==> src/rtl/lsu_mem_stage_if.sv <==
// -----------------------------------------------------------------------------
// lsu_mem_stage_if
//
// Bundles every signal between the load/store unit and its two neighbours:
// the MEM pipeline stage (request/response) and the byte-addressed data memory
// (dc_*). The clock and reset are not part of the bundle.
//
// Handshake: a request is taken on a rising edge where req_valid=1 and
// req_ready=1. The requester holds req_* stable while stall=1. Completion is
// a single-cycle resp_valid pulse (with resp_err); resp_rdata holds the most
// recent load result until the next load completes.
//
// Modports
//   slave  : the load/store unit (consumes req_*, dc_rd; drives the rest).
//   master : the surrounding environment, i.e. the MEM stage together with
//            the data memory (drives req_* and dc_rd).
// -----------------------------------------------------------------------------
interface lsu_mem_stage_if #(
    parameter int DPW = 32
) ();
    // MEM stage request
    logic           req_valid;
    logic           req_we;
    logic [2:0]     req_funct3;
    logic [DPW-1:0] req_addr;
    logic [DPW-1:0] req_wdata;

    // Flow control and response back to the pipeline
    logic           req_ready;
    logic           stall;
    logic           resp_valid;
    logic           resp_err;
    logic [DPW-1:0] resp_rdata;

    // Data memory port
    logic [DPW-1:0] dc_addr;
    logic [DPW-1:0] dc_wd;
    logic           dc_we;
    logic [DPW-1:0] dc_rd;

    modport slave (
        input  req_valid, req_we, req_funct3, req_addr, req_wdata,
        output req_ready, stall, resp_valid, resp_err, resp_rdata,
        output dc_addr, dc_wd, dc_we,
        input  dc_rd
    );

    modport master (
        output req_valid, req_we, req_funct3, req_addr, req_wdata,
        input  req_ready, stall, resp_valid, resp_err, resp_rdata,
        input  dc_addr, dc_wd, dc_we,
        output dc_rd
    );
endinterface

==> src/rtl/lsu_mem_stage.sv <==
// -----------------------------------------------------------------------------
// lsu_mem_stage
//
// Memory-stage load/store unit of the rv32i pipeline. Takes one load or store
// at a time from the MEM stage, drives the byte-addressed data memory and
// stalls the pipeline until the access completes.
//
//   * Loads: read the word at the byte address, then format it (B/BU/H/HU/W,
//     sign or zero extended) into resp_rdata.
//   * SW: single write cycle.
//   * SB/SH: read-modify-write, since the memory always writes 4 bytes.
//   * Illegal funct3 (011, 110, 111, or any store with funct3[2]=1) completes
//     immediately with resp_err=1 and never touches memory.
//
// Data is little-endian: bits [7:0] of dc_wd/dc_rd are the byte at dc_addr.
// The memory registers its read data on every edge where dc_we=0, so the word
// read in READ is visible on dc_rd during LATCH.
//
// Ports
//   clk        clock, all state updates on the rising edge
//   arst_n     asynchronous active-low reset
//   bus        lsu_mem_stage_if.slave: req_*, req_ready, stall, resp_*, dc_*
//   dbg_state  current FSM state (IDLE=0, READ=1, LATCH=2, WRITE=3, RESP=4)
// -----------------------------------------------------------------------------
module lsu_mem_stage (
    input  logic                  clk,
    input  logic                  arst_n,
    lsu_mem_stage_if.slave        bus,
    output logic [2:0]            dbg_state
);
    // Data/address width of the rv32i datapath.
    localparam int DPW = 32;

    typedef enum logic [2:0] {
        S_IDLE  = 3'd0,
        S_READ  = 3'd1,
        S_LATCH = 3'd2,
        S_WRITE = 3'd3,
        S_RESP  = 3'd4
    } state_e;

    localparam logic [2:0] F3_B  = 3'b000;
    localparam logic [2:0] F3_H  = 3'b001;
    localparam logic [2:0] F3_W  = 3'b010;
    localparam logic [2:0] F3_BU = 3'b100;
    localparam logic [2:0] F3_HU = 3'b101;

    state_e state_q;
    state_e state_d;

    // Latched copy of the accepted request; req_* may change once accepted.
    logic [DPW-1:0] a_addr;
    logic [DPW-1:0] a_wdata;
    logic [2:0]     a_funct3;
    logic           a_we;
    logic           a_err;

    logic [DPW-1:0] rbuf;       // raw word read for a load or an RMW
    logic [DPW-1:0] rdata_q;    // formatted load result, held between loads

    logic           req_illegal;
    logic           req_is_sw;
    logic           accept;

    logic [DPW-1:0] load_fmt;
    logic [DPW-1:0] store_merge;

    // FSM outputs
    logic           fsm_ready;
    logic           fsm_stall;
    logic           fsm_we;
    logic           fsm_resp;

    // -------------------------------------------------------------------------
    // Request classification (combinational, on the live request in IDLE)
    // -------------------------------------------------------------------------
    assign req_illegal = (bus.req_funct3 == 3'b011) ||
                         (bus.req_funct3 == 3'b110) ||
                         (bus.req_funct3 == 3'b111) ||
                         (bus.req_we && bus.req_funct3[2]);

    assign req_is_sw   = bus.req_we && (bus.req_funct3 == F3_W);

    assign accept      = (state_q == S_IDLE) && bus.req_valid;

    // -------------------------------------------------------------------------
    // FSM: state register
    // -------------------------------------------------------------------------
    always_ff @(posedge clk or negedge arst_n) begin
        if (!arst_n) begin
            state_q <= S_IDLE;
        end else begin
            state_q <= state_d;
        end
    end

    // -------------------------------------------------------------------------
    // FSM: next state and control outputs
    // -------------------------------------------------------------------------
    always_comb begin
        state_d   = state_q;
        fsm_ready = 1'b0;
        fsm_stall = 1'b0;
        fsm_we    = 1'b0;
        fsm_resp  = 1'b0;

        case (state_q)
            S_IDLE: begin
                fsm_ready = 1'b1;
                // Stall already in the accept cycle so the stage before MEM
                // does not advance underneath the request.
                fsm_stall = bus.req_valid;
                if (bus.req_valid) begin
                    if (req_illegal) begin
                        state_d = S_RESP;
                    end else if (req_is_sw) begin
                        state_d = S_WRITE;
                    end else begin
                        state_d = S_READ;
                    end
                end
            end

            S_READ: begin
                fsm_stall = 1'b1;
                state_d   = S_LATCH;
            end

            S_LATCH: begin
                fsm_stall = 1'b1;
                // Only SB/SH reach LATCH with a_we set.
                state_d   = a_we ? S_WRITE : S_RESP;
            end

            S_WRITE: begin
                fsm_stall = 1'b1;
                fsm_we    = 1'b1;
                state_d   = S_RESP;
            end

            S_RESP: begin
                // stall drops here so the pipeline captures resp_rdata on
                // the edge that returns us to IDLE.
                fsm_resp = 1'b1;
                state_d  = S_IDLE;
            end

            default: begin
                state_d = S_IDLE;
            end
        endcase
    end

    // -------------------------------------------------------------------------
    // Request latch
    // -------------------------------------------------------------------------
    always_ff @(posedge clk or negedge arst_n) begin
        if (!arst_n) begin
            a_addr   <= '0;
            a_wdata  <= '0;
            a_funct3 <= '0;
            a_we     <= 1'b0;
            a_err    <= 1'b0;
        end else if (accept) begin
            a_addr   <= bus.req_addr;
            a_wdata  <= bus.req_wdata;
            a_funct3 <= bus.req_funct3;
            a_we     <= bus.req_we;
            a_err    <= req_illegal;
        end
    end

    // -------------------------------------------------------------------------
    // Load formatting of the word currently on dc_rd
    // -------------------------------------------------------------------------
    always_comb begin
        load_fmt = bus.dc_rd;
        case (a_funct3)
            F3_B:    load_fmt = {{24{bus.dc_rd[7]}},  bus.dc_rd[7:0]};
            F3_BU:   load_fmt = {24'h000000,          bus.dc_rd[7:0]};
            F3_H:    load_fmt = {{16{bus.dc_rd[15]}}, bus.dc_rd[15:0]};
            F3_HU:   load_fmt = {16'h0000,            bus.dc_rd[15:0]};
            default: load_fmt = bus.dc_rd;
        endcase
    end

    // -------------------------------------------------------------------------
    // Read capture: rbuf for RMW, rdata_q for loads. rdata_q is left alone by
    // stores and illegal requests so it keeps the last load result.
    // -------------------------------------------------------------------------
    always_ff @(posedge clk or negedge arst_n) begin
        if (!arst_n) begin
            rbuf    <= '0;
            rdata_q <= '0;
        end else if (state_q == S_LATCH) begin
            rbuf <= bus.dc_rd;
            if (!a_we) begin
                rdata_q <= load_fmt;
            end
        end
    end

    // -------------------------------------------------------------------------
    // Write data: SW writes the store data as-is; SB/SH merge the new low
    // byte/half into the word read at the same byte address.
    // -------------------------------------------------------------------------
    always_comb begin
        case (a_funct3[1:0])
            2'b00:   store_merge = {rbuf[31:8],  a_wdata[7:0]};
            2'b01:   store_merge = {rbuf[31:16], a_wdata[15:0]};
            default: store_merge = a_wdata;
        endcase
    end

    // -------------------------------------------------------------------------
    // Outputs
    // -------------------------------------------------------------------------
    // a_addr only changes on the accept edge, after which the FSM is out of
    // IDLE, so it also gives the "hold last address while IDLE" behaviour.
    assign bus.dc_addr    = a_addr;
    assign bus.dc_we      = fsm_we;
    assign bus.dc_wd      = fsm_we ? store_merge : '0;

    assign bus.req_ready  = fsm_ready;
    assign bus.stall      = fsm_stall;
    assign bus.resp_valid = fsm_resp;
    assign bus.resp_err   = fsm_resp && a_err;
    assign bus.resp_rdata = rdata_q;

    assign dbg_state      = state_q;

endmodule
==> src/flat_wrapper.sv <==
// flat-port wrapper written by rule: the top's interface ports become plain ports
module lsu_mem_stage_flat 
  (clk, arst_n, dbg_state, bus_req_valid, bus_req_we, bus_req_funct3, bus_req_addr, bus_req_wdata, bus_req_ready, bus_stall, bus_resp_valid, bus_resp_err, bus_resp_rdata, bus_dc_addr, bus_dc_wd, bus_dc_we, bus_dc_rd);
  lsu_mem_stage_if bus_i ();
  input  logic clk;
  input  logic arst_n;
  output logic [2:0] dbg_state;
  input wire logic [$bits(bus_i.req_valid)-1:0] bus_req_valid;
  input wire logic [$bits(bus_i.req_we)-1:0] bus_req_we;
  input wire logic [$bits(bus_i.req_funct3)-1:0] bus_req_funct3;
  input wire logic [$bits(bus_i.req_addr)-1:0] bus_req_addr;
  input wire logic [$bits(bus_i.req_wdata)-1:0] bus_req_wdata;
  output wire logic [$bits(bus_i.req_ready)-1:0] bus_req_ready;
  output wire logic [$bits(bus_i.stall)-1:0] bus_stall;
  output wire logic [$bits(bus_i.resp_valid)-1:0] bus_resp_valid;
  output wire logic [$bits(bus_i.resp_err)-1:0] bus_resp_err;
  output wire logic [$bits(bus_i.resp_rdata)-1:0] bus_resp_rdata;
  output wire logic [$bits(bus_i.dc_addr)-1:0] bus_dc_addr;
  output wire logic [$bits(bus_i.dc_wd)-1:0] bus_dc_wd;
  output wire logic [$bits(bus_i.dc_we)-1:0] bus_dc_we;
  input wire logic [$bits(bus_i.dc_rd)-1:0] bus_dc_rd;
  assign bus_i.req_valid = bus_req_valid;
  assign bus_i.req_we = bus_req_we;
  assign bus_i.req_funct3 = bus_req_funct3;
  assign bus_i.req_addr = bus_req_addr;
  assign bus_i.req_wdata = bus_req_wdata;
  assign bus_req_ready = bus_i.req_ready;
  assign bus_stall = bus_i.stall;
  assign bus_resp_valid = bus_i.resp_valid;
  assign bus_resp_err = bus_i.resp_err;
  assign bus_resp_rdata = bus_i.resp_rdata;
  assign bus_dc_addr = bus_i.dc_addr;
  assign bus_dc_wd = bus_i.dc_wd;
  assign bus_dc_we = bus_i.dc_we;
  assign bus_i.dc_rd = bus_dc_rd;
  lsu_mem_stage u_core (.clk(clk), .arst_n(arst_n), .bus(bus_i), .dbg_state(dbg_state));
endmodule
==> config.mk <==
export PLATFORM = sky130hd
export DESIGN_NAME = lsu_mem_stage_flat
export DESIGN_NICKNAME = d
export VERILOG_FILES = /design/src/rtl/lsu_mem_stage_if.sv /design/src/rtl/lsu_mem_stage.sv /design/src/flat_wrapper.sv
export SDC_FILE = /design/constraint.sdc
export NUM_CORES = 1
export LEC_CHECK = 0
export BUFFER_PORTS_ARGS = -buffer_cell sky130_fd_sc_hd__buf_2
export CAP_MARGIN = 20
export CORE_ASPECT_RATIO = 0.75
export CORE_UTILIZATION = 49
export CTS_CLUSTER_SIZE = 40
export DETAILED_ROUTE_END_ITERATION = 10
export MAX_ROUTING_LAYER = met4
export PLACE_DENSITY = 0.8
export SYNTH_ARGS = -nofsm -noshare
export SYNTH_HDL_FRONTEND = slang
export SYNTH_SLANG_ARGS = --single-unit
==> constraint.sdc <==
create_clock -name clk -period 2.15 [get_ports clk]
set_input_delay 0.215 -clock clk [delete_from_list [all_inputs] [get_ports clk]]
set_output_delay 0.215 -clock clk [all_outputs]
set_load 0.005 [all_outputs]
==> summary.md <==
| Metric | Value |
|---|---|
| First-pass GRT wire length | 20.5 mm |
| CTS clk-pin slew, worst paths | 0.05 ns |
| Clock Latency Late Sink | 0.41 ns |
| Worst Path Arrival | 1.81 ns |
| Syn_nets | 525 |
| WL/cell | 16.5 microns |
| Fraction of layout cells with a size suffix above 1 | 51.5% |
| CP max-delay cell | dfrtp_1 |
| Setup-failing EPs final | 0 |
| Root buf cell | clkbuf_16 |
| Worst-path fanout max | 11 |
| Lkg Pwr | 3.46 nW |
| Top cells by area, synth | dfrtp_1, mux2_2, mux2_1 |
| Site Rows | 32 |
| Initial DRC Count | 199 |
| Port bufs | 206 |
| Worst Hold Class | in2reg |
| Largest net degree at the start of global routing | 57 |
| Average cell area after synthesis | 12.9 sq um |
| Fmax | 494 MHz |
| Post-CTS Repair Setup Buffers | 0 |
| Post-Syn Area | 0.00542 sq mm |
| Slowest Stage Delay on Critical Path | 0.62 ns |
| Vias | 4,029 |
| Layout Nets | 732 |
| Tmin final | 2.03 ns |
| Hold EP | u_core.bus.dc_addr[30] |
| Delay-heaviest family, CP | flip-flops |
| Synth top cells by count | dfrtp_1, mux2_2, nor2_1, nand2_1, a21oi_1 |
| Die Footprint | 0.0115 sq mm |
| Cell Chain, Critical Path | nand3_1 -> buf_4 -> a21oi_1 -> buf_2 |
| DRC errors left | 0 |
| Most common cell in the netlist | dfrtp_1 |
| Max cap viols | 0 |
| Starting density of the core | 51.5% |
| Vias in the first global route | 4,219 |
| Drt first pass iters | 4 |
| Initial antenna violation count | 2 |
| Main synth FF type | dfrtp_1 |
| Power Density | 1540 mW/mm^2 |
| Clock Skews | 0.0104 ns |
| Critical path capture point type | output pin |
| Worst-margin pin slew | 0.758 ns |
| Gate Count Post-Synth | 422 |
| Setup_tns | 0 ns |
| Die height | 93.1 microns |
| CTS tree | built |
| RSZ-0062 raised after global routing | no |
| Status | completed |
| Final period util | 94.2% |
| Worst r2r path cells | 3 |
| CTS buffer count | 17 |
| R2R Path End | u_core.a_wdata[16] |
| Bufs and invs on worst path | 2 |
| Die width | 123 microns |
| #FFs+latches synth | 128 |
| Final number of hold-violating endpoints | 0 |
| R2r setup slk | 0.35 ns |
| Distinct cells, synth | 29 |
| Seq/Total Area, Yosys | 59.1% |
| Core area | 0.0105 sq mm |
| Min-delay src | bus_req_addr[30] |
| Max VDD drop | 0.000824 V |
| Post-synth EDFFs | 0 |
| Layout area overhead | 32.1% |
| Hold Crit Depth | 2 |
| Req. time, crit path | 1.93 ns |
| Post-synth top area share | 59.1% |
| Startpoint types | register |
| DRT Wirelength | 12.8 mm |
| Area leader, netlist | dfrtp_1 |
| GR Overflow Total | 0 |
| Final ANT Viol Nets | 0 |
| Ports | 207 |
| Ys Warns | 0 |
| Slew headroom | 49.3% |
| Total power draw | 0.0110 W |
| Hpwl dp | 9.04 mm |
| Crit Path Class | reg2out |
| H-tree depth | 4 |
| Reg2reg start | u_core.dbg_state[2] |
| Final Max Tran Viols | 0 |
| Async set-reset flop share out of synthesis | 100% |
| Clk sink count | 128 |
| GP Congestion | 0.865 |
| Fillers | 766 |
| Buffer depth of the longest clock path | 2 |
| Via-per-instance ratio | 5.17 |
| Total GRT Usage | 24.4% |
-- state kept, by name, summed over array words and instances, names as in the netlist --
register / cells
u_core.a_we: 1
u_core.a_wdata: 32
u_core.a_funct3: 3
u_core.dbg_state: 3
u_core.a_err: 1
u_core.rbuf: 24
u_core.bus.dc_addr: 32
u_core.bus.resp_rdata: 32
-- where the power goes --
| group | switching, W | leakage (nW) | internal (W) |
|---|---|---|---|
| sequential | 0.000733 | 1.49 | 0.00365 |
| clock | 0.00101 | 0.271 | 0.00172 |
| combinational | 0.00178 | 1.70 | 0.00212 |
-- cells in the final DEF (no fill, tap or decap) --
cell type and count:
clkbuf_16 17, mux2_1 20, clkbuf_8 1, o21a_1 1
nor4b_4 2, inv_1 2, bufinv_16 2, nor3b_4 1
buf_4 5, a31oi_1 16, or3_1 1, mux2_2 80
buf_12 5, dfrtp_2 1, diode_2 2, dfrtp_1 127
and3_1 1, dlygate4sd3_1 1, nand2_1 34, nor4b_2 1
buf_2 205, nor2b_1 1, a32o_1 1, a21o_1 1
nand2b_1 1, clkinv_4 1, clkinvlp_4 3, clkinv_2 5
nor2_1 45, nor3_1 3, nand3_1 1, mux2i_1 17
or2_2 1, o21ai_1 1, nand4_1 1, clkbuf_1 2
a21oi_1 26, and2_1 8
-- stage by stage --
step | hold WS (ns) | cells | area (sq um) | utilization, % | worst slack [ns]
2_1_floorplan | -0.0806 | 422 | 5420 | - | 0.407
3_3_place_gp | 0.152 | 745 | 6590 | 62.6 | 0.435
3_5_place_dp | 0.159 | 745 | 6590 | 62.6 | 0.364
4_1_cts | 0.00704 | 777 | 7160 | 68.0 | 0.0918
5_1_grt | 0.0158 | 779 | 7170 | 68.0 | 0.00857
6_report | 0.0199 | 779 | 7170 | 68.0 | 0.124
-- worst max path at each step --
stage	start	endpoint	slack, ns	depth (start not counted)
2_1_floorplan	u_core.dbg_state[2]	u_core.a_funct3[0]	0.41	4
3_3_place_gp	u_core.dbg_state[2]	u_core.a_wdata[17]	0.44	3
3_5_place_dp	u_core.dbg_state[2]	u_core.a_wdata[16]	0.36	3
4_1_cts	u_core.dbg_state[0]	bus_dc_wd[15]	0.09	4
5_1_grt	u_core.dbg_state[0]	bus_dc_wd[13]	0.009	4
6_report	u_core.dbg_state[0]	bus_dc_wd[15]	0.12	4
-- layout make-up --
cell class	instances	area [sq um]	area share (%)
multi-input combinational	264	2040	28.5
inverter	2	7.51	0.105
antenna	2	5.00	0.0698
tap	136	170	2.37
timing repair buffer	216	1170	16.4
clock buffer	20	447	6.23
sequential	128	3200	44.7
clock inverter	11	116	1.62
-- layer usage --
metal | global-route usage, % | part of all wire (%) | up-vias
met3 | 7.38 | 8.3 | 11
met5 | - | 0 | -
met2 | 38.6 | 48 | 181
li1 | - | - | 1885
met4 | 8.13 | 1.1 | 0
met1 | 30.0 | 42 | 1952
-- what timing repair did --
| item | in CTS | in global routing |
|---|---|---|
| endpoints found under the hold margin | 24 | 0 |
| hold buffers | 1 | 0 |
| gates resized for setup | 0 | 0 |
-- cells by family (layout without fill, tap and decap cells) --
logic type             Yosys count  in the layout  share of synthesized area (%)
flip-flops                     128            128                           59.1
multiplexers                   117            117                           23.9
AO/OA/AOI/OAI                   46             46                           4.80
other                            0              2                              0
buffers and inverters           30            249                           3.46
AND/OR/NAND/NOR                101            101                           8.79
(Power assumes the default switching activity.)
